--- config.mk ---
export PLATFORM = sky130hd
export DESIGN_NAME = tx_queue_scheduler
export DESIGN_NICKNAME = d
export VERILOG_FILES = /design/src/rtl/tx_queue_scheduler.sv
export SDC_FILE = /design/constraint.sdc
export NUM_CORES = 1
export LEC_CHECK = 0
export ABC_CLOCK_PERIOD_IN_PS = 3190
export CORE_ASPECT_RATIO = 0.7
export CORE_MARGIN = 1
export CORE_UTILIZATION = 30
export CTS_CLUSTER_DIAMETER = 30
export DETAILED_ROUTE_END_ITERATION = 8
export GPL_ROUTABILITY_DRIVEN = 0
export HOLD_SLACK_MARGIN = 0.02
export SLEW_MARGIN = 10
export SYNTH_ARGS = -nofsm -noshare
export SYNTH_HDL_FRONTEND = slang
export SYNTH_SLANG_ARGS = --single-unit
--- constraint.sdc ---
create_clock -name clk -period 3.19 [get_ports clk]
set_clock_uncertainty 0.05 [all_clocks]
set_input_delay 0.4785 -clock clk [delete_from_list [all_inputs] [get_ports clk]]
set_output_delay 0.4785 -clock clk [all_outputs]
set_load 0.02 [all_outputs]
--- src/rtl/tx_queue_scheduler.sv ---
// rtl/tx_queue_scheduler.sv - round-robin TX queue scheduler for the shared MAC datapath
// Optional TX_SCHED_STATS_EN adds per-queue frame counters readable through stat_sel/stat_frames.
module tx_queue_scheduler #(
  parameter int NQ         = 4,
  parameter int QW         = 2,
  parameter int QUANTUM    = 4,
  parameter int MAX_RETRY  = 3,
  parameter int IFG_CYCLES = 2
) (
  input  logic          clk,
  input  logic          reset_n,
  input  logic [NQ-1:0] q_enable,
  input  logic [NQ-1:0] q_pending,
  output logic          sched_valid,
  output logic [QW-1:0] sched_qid,
  input  logic          sched_ready,
  input  logic          frame_done,
  input  logic          frame_underrun,
  output logic [NQ-1:0] grant,
  output logic          busy,
  output logic          underrun_abort,
  output logic          err_proto
`ifdef TX_SCHED_STATS_EN
  ,
  input  logic [QW-1:0] stat_sel,
  output logic [31:0]   stat_frames
`endif
);

  typedef enum logic [1:0] {S_IDLE, S_OFFER, S_ACTIVE, S_GAP} state_e;

  state_e        state_q, state_d;
  logic [QW-1:0] rr_ptr_q, rr_ptr_d;
  logic [7:0]    burst_cnt_q, burst_cnt_d;
  logic [3:0]    retry_cnt_q, retry_cnt_d;
  logic [7:0]    ifg_cnt_q, ifg_cnt_d;
  logic          sched_valid_q, sched_valid_d;
  logic [QW-1:0] sched_qid_q, sched_qid_d;
  logic [NQ-1:0] grant_q, grant_d;
  logic          busy_q, busy_d;
  logic          underrun_abort_q, underrun_abort_d;
  logic          err_proto_q, err_proto_d;

  logic [NQ-1:0] eligible;
  logic [QW-1:0] sel_qid, cand;
  logic          sel_found, end_turn;

  assign eligible = q_enable & q_pending;

  // First eligible queue at or after rr_ptr; QW-bit add wraps modulo NQ.
  always_comb begin
    sel_qid   = rr_ptr_q;
    sel_found = 1'b0;
    cand      = '0;
    for (int i = 0; i < NQ; i++) begin
      cand = rr_ptr_q + QW'(i);
      if (!sel_found && eligible[cand]) begin
        sel_found = 1'b1;
        sel_qid   = cand;
      end
    end
  end

  always_comb begin
    state_d          = state_q;
    rr_ptr_d         = rr_ptr_q;
    burst_cnt_d      = burst_cnt_q;
    retry_cnt_d      = retry_cnt_q;
    ifg_cnt_d        = ifg_cnt_q;
    sched_valid_d    = sched_valid_q;
    sched_qid_d      = sched_qid_q;
    grant_d          = grant_q;
    underrun_abort_d = 1'b0;
    err_proto_d      = err_proto_q;
    end_turn         = 1'b0;

    case (state_q)
      S_IDLE: begin
        if (sel_found) begin
          sched_qid_d   = sel_qid;
          sched_valid_d = 1'b1;
          burst_cnt_d   = '0;
          state_d       = S_OFFER;
        end
      end
      S_OFFER: begin
        // Ready wins over a simultaneous eligibility drop.
        if (sched_ready) begin
          sched_valid_d = 1'b0;
          grant_d       = {{(NQ-1){1'b0}}, 1'b1} << sched_qid_q;
          retry_cnt_d   = '0;
          state_d       = S_ACTIVE;
        end else if (!eligible[sched_qid_q]) begin
          sched_valid_d = 1'b0;
          state_d       = S_IDLE;
        end
      end
      S_ACTIVE: begin
        if (frame_done) begin
          burst_cnt_d = burst_cnt_q + 8'd1;
          if ((burst_cnt_q + 8'd1 < 8'(QUANTUM)) && eligible[sched_qid_q]) begin
            grant_d       = '0;
            sched_valid_d = 1'b1;
            state_d       = S_OFFER;
          end else begin
            end_turn = 1'b1;
          end
        end else if (frame_underrun) begin
          retry_cnt_d = retry_cnt_q + 4'd1;
          if (!(retry_cnt_q + 4'd1 < 4'(MAX_RETRY))) begin
            underrun_abort_d = 1'b1;
            burst_cnt_d      = burst_cnt_q + 8'd1;
            end_turn         = 1'b1;
          end
        end
      end
      S_GAP: begin
        if (ifg_cnt_q == 8'd0) state_d = S_IDLE;
        else                   ifg_cnt_d = ifg_cnt_q - 8'd1;
      end
      default: state_d = S_IDLE;
    endcase

    if (end_turn) begin
      grant_d   = '0;
      rr_ptr_d  = sched_qid_q + QW'(1);
      ifg_cnt_d = 8'(IFG_CYCLES);
      state_d   = S_GAP;
    end

    if (((frame_done || frame_underrun) && state_q != S_ACTIVE) || (frame_done && frame_underrun))
      err_proto_d = 1'b1;

    busy_d = (state_d != S_IDLE);
  end

  always_ff @(posedge clk or negedge reset_n) begin
    if (!reset_n) begin
      state_q          <= S_IDLE;
      rr_ptr_q         <= '0;
      burst_cnt_q      <= '0;
      retry_cnt_q      <= '0;
      ifg_cnt_q        <= '0;
      sched_valid_q    <= 1'b0;
      sched_qid_q      <= '0;
      grant_q          <= '0;
      busy_q           <= 1'b0;
      underrun_abort_q <= 1'b0;
      err_proto_q      <= 1'b0;
    end else begin
      state_q          <= state_d;
      rr_ptr_q         <= rr_ptr_d;
      burst_cnt_q      <= burst_cnt_d;
      retry_cnt_q      <= retry_cnt_d;
      ifg_cnt_q        <= ifg_cnt_d;
      sched_valid_q    <= sched_valid_d;
      sched_qid_q      <= sched_qid_d;
      grant_q          <= grant_d;
      busy_q           <= busy_d;
      underrun_abort_q <= underrun_abort_d;
      err_proto_q      <= err_proto_d;
    end
  end

  assign sched_valid    = sched_valid_q;
  assign sched_qid      = sched_qid_q;
  assign grant          = grant_q;
  assign busy           = busy_q;
  assign underrun_abort = underrun_abort_q;
  assign err_proto      = err_proto_q;

`ifdef TX_SCHED_STATS_EN
  logic [31:0] stat_cnt_q [NQ];
  logic [31:0] stat_cnt_d [NQ];
  logic [31:0] stat_frames_q, stat_frames_d;

  // Aborted frames are not counted; only real completions.
  always_comb begin
    for (int i = 0; i < NQ; i++) stat_cnt_d[i] = stat_cnt_q[i];
    if (state_q == S_ACTIVE && frame_done)
      stat_cnt_d[sched_qid_q] = stat_cnt_q[sched_qid_q] + 32'd1;
    stat_frames_d = stat_cnt_q[stat_sel];
  end

  always_ff @(posedge clk or negedge reset_n) begin
    if (!reset_n) begin
      for (int i = 0; i < NQ; i++) stat_cnt_q[i] <= '0;
      stat_frames_q <= '0;
    end else begin
      for (int i = 0; i < NQ; i++) stat_cnt_q[i] <= stat_cnt_d[i];
      stat_frames_q <= stat_frames_d;
    end
  end

  assign stat_frames = stat_frames_q;
`endif

endmodule

==> flow_summary.ini <==
[grt]
use_met3_pct = 3.47
grt_usage_pct = 13.9
antenna_found_initial = 0
grt_use_met1_pct = 21.8
grt_use_met2_pct = 18.4
grt_start_max_net_pins = 35
top_usage_layer = met1
grt_pass1_wl_um = 7770
grt-ovfl-total = 0
grt_pass1_vias = 1581

[power]
peakVddDrop_v = 0.000409
power.density_mw_per_mm2 = 753
p_leak_nw = 1.10
p_total_mw = 1.91
intPower_mw = 1.13
p_sw_uw = 784
combPwrFrac_pct = 46.1
p_clk_share_pct = 17.8
switching_share_pct = 41.0
seq_power_share_pct = 36.1

[finish]
seq_area_um2 = 851
final_common_cell = dfrtp_1
layout_common_cells = 34 x dfrtp_1, 24 x nand2_1, 22 x clkdlybuf4s50_1, 18 x nor2_1, 14 x ha_1
fin_util_pct = 37.4
multi_input_area_mm2 = 0.00119
insertedDiodeCount = 0
area_delta_synth_final_pct = 19.8
n_fill_cell = 705
drive_gt1_share_pct = 11.2
final_cell_area_mm2 = 0.00254
fin_nets = 275

[synthesis]
synth_area_leaders = dfrtp_1 40%, ha_1 8.3%, nand2_1 4.2%
synth_edf_count = 0
synth-seq-cells = 34
ys_seq_area_share_pct = 40.1
synthFlopType = dfrtp_1
synth_area_per_cell_um2 = 9.64
yosysUniqueCellTypes = 54
syn_nets = 247
yosysWarningCount = 0
synth_top_area_cell = dfrtp_1
synth_top_area_share_pct = 40.1
async_flop_share_pct = 100
syn_inst = 220
syn_area_mm2 = 0.00212

[clocking]
cts_tree = yes
cts_root_buf = clkbuf_8
clkSinkCount = 34
ctsHoldBuffers = 0
cts_made_buffers = 5
path_clk_slew_ns = 0.08
cts_resized = 0
post_cts_buffers = 0
cts-htree-levels = 2
ctsLongestPathBuffers = 2
clk_latency_ns = 0.29

[timing]
fmax_ghz = 0.416
slew-limit-headroom_pct = 67.3
hold_violations = 0
slew_violations = 0
finalCriticalPeriod_ns = 2.40
fin_ws_ns = 0.786
worst_pin_slew_ns = 0.483
fin_crit_sh_pct = 75.4
tns_ns = 0
setup_viol = 0
rsz0062_at_grt = false

[route]
drt-wirelength-per-cell_um = 13.6
drc = 0
vias = 1687
drt-total-wl_um = 4670
drtIter0Drc = 85
viasPerCell = 4.92
antenna_left = 0
drt_pre_antenna_iters = 4

[critical_path]
critPathKind = reg -> reg
critical_path_depth = 8
crit_path_max_incr_delay_ns = 0.45
timing.rr.end = busy$_DFF_PN0_
cp-start-kind = register
r2r_cells = 8
required_ns = 3.27
cp_common_cell = nand3_1
crit_family = simple AND/OR/NAND/NOR gates
endpoint_kind = register
r2r_slack_ns = 0.79
cp_num_buf_inv = 1
crit_chain = inv_1 -> ha_1 -> or3b_2 -> o21ai_1 -> mux2_2 -> nand3_1 -> a21oi_1 -> nand3_1
crit_path_max_fanout = 5
worst_path_max_delay_cell = or3b_2
regToRegStartpoint = ifg_cnt_q[0]$_DFFE_PN0P_
cp.arrival_ns = 2.48

[die]
die_h_um = 72.3
dieArea_mm2 = 0.00742
die_x_um = 102
std_cell_rows = 25
initial_core_util_pct = 31.2
core_mm2 = 0.00679
ioPinCount = 23

[placement]
place_area_mm2 = 0.00245
port-buffer-count = 22
place_worst_setup_slack_ns = 0.501
dp.final_hpwl_um = 3400

[min_path]
min_delay_worst_endpoint = err_proto$_DFFE_PN0P_
min_path_cells = 1
min_path_type = reg -> reg
hold_start = err_proto$_DFFE_PN0P_

[outcome]
outcome = finished clean

[job]
drv_cap = 0
[power by group through the flow]
stage | Clock, mW | Combinational [mW] | Sequential [mW]
finish | 0.340 | 0.882 | 0.690
global route | 0.370 | 0.982 | 0.708
CTS | 0.356 | 0.885 | 0.688
detailed placement | 0 | 0.880 | 0.693
global placement | 0 | 0.870 | 0.696
floorplan | 0 | 0.582 | 0.712
[per-layer routing]
| layer | up-vias | share of wire (%) |
|---|---|---|
| li1 | 865 | - |
| met1 | 798 | 57 |
| met2 | 24 | 39 |
| met3 | 0 | 3.4 |
| met4 | 0 | 0 |
| met5 | - | 0 |
[kinds of logic after synthesis]
group                    count (synthesis)  synth area share, %
AO/OA/AOI/OAI                           56                 20.5
XOR/XNOR                                 8                 3.30
adder cells (fa/ha/maj)                 15                 8.73
buffers and inverters                   16                 3.60
flip-flops                              34                 40.1
multiplexers                             5                 3.13
AND/OR/NAND/NOR                         86                 20.6
[cell type report]
cell class | instances | area share (%)
clock buffer | 6 | 3.25
multi-input combinational | 170 | 47.0
timing repair buffer | 24 | 9.26
tap | 94 | 4.63
clock inverter | 2 | 0.492
inverter | 13 | 1.92
sequential | 34 | 33.5
[state kept, by name, summed over array words and instances (netlist names)]
| signal | cells |
|---|---|
| sched_qid | 2 |
| underrun_abort | 1 |
| rr_ptr_q | 2 |
| burst_cnt_q | 8 |
| busy | 1 |
| sched_valid | 1 |
| grant | 4 |
| err_proto | 1 |
| ifg_cnt_q | 8 |
| retry_cnt_q | 4 |
| state_q | 2 |
[per-stage QoR]
stage / hold slack [ns] / instances
final: 0.442 / 343
after global routing: 0.448 / 343
after CTS: 0.448 / 343
after detailed placement: 0.421 / 335
after global placement: 0.423 / 335
after floorplan: 0.133 / 220
[cells in the mapped netlist, types with 2 or more instances]
cell / count
a21o_1: 2
o21a_1: 2
a22o_1: 7
o21ai_1: 2
nand3_1: 8
inv_1: 11
and3_1: 2
o221ai_2: 2
o21ai_0: 10
and2_1: 4
nand4_1: 2
a31oi_1: 3
nor4_1: 3
or3_1: 3
dfrtp_1: 34
buf_6: 2
nor2_1: 18
xnor2_1: 4
o31ai_1: 3
xor2_1: 4
or2_2: 4
nand2_1: 24
a21oi_1: 10
nor3_1: 4
ha_1: 14
nor2b_1: 2
nand2b_1: 3
mux2_2: 2
inv_2: 2
nand3b_1: 3
o211ai_1: 3
[how the worst max path moves through the flow]
stage	endpoint	startpoint	slack, ns
2_1_floorplan	rr_ptr_q[1]$_DFFE_PN0N_	q_enable[1]	0.96
3_3_place_gp	grant[1]$_DFFE_PN0P_	q_enable[1]	0.55
3_5_place_dp	grant[2]$_DFFE_PN0P_	q_enable[1]	0.50
4_1_cts	grant[2]$_DFFE_PN0P_	q_enable[1]	0.82
5_1_grt	busy$_DFF_PN0_	ifg_cnt_q[0]$_DFFE_PN0P_	0.65
6_report	busy$_DFF_PN0_	ifg_cnt_q[0]$_DFFE_PN0P_	0.79
(Power assumes the default switching activity.)
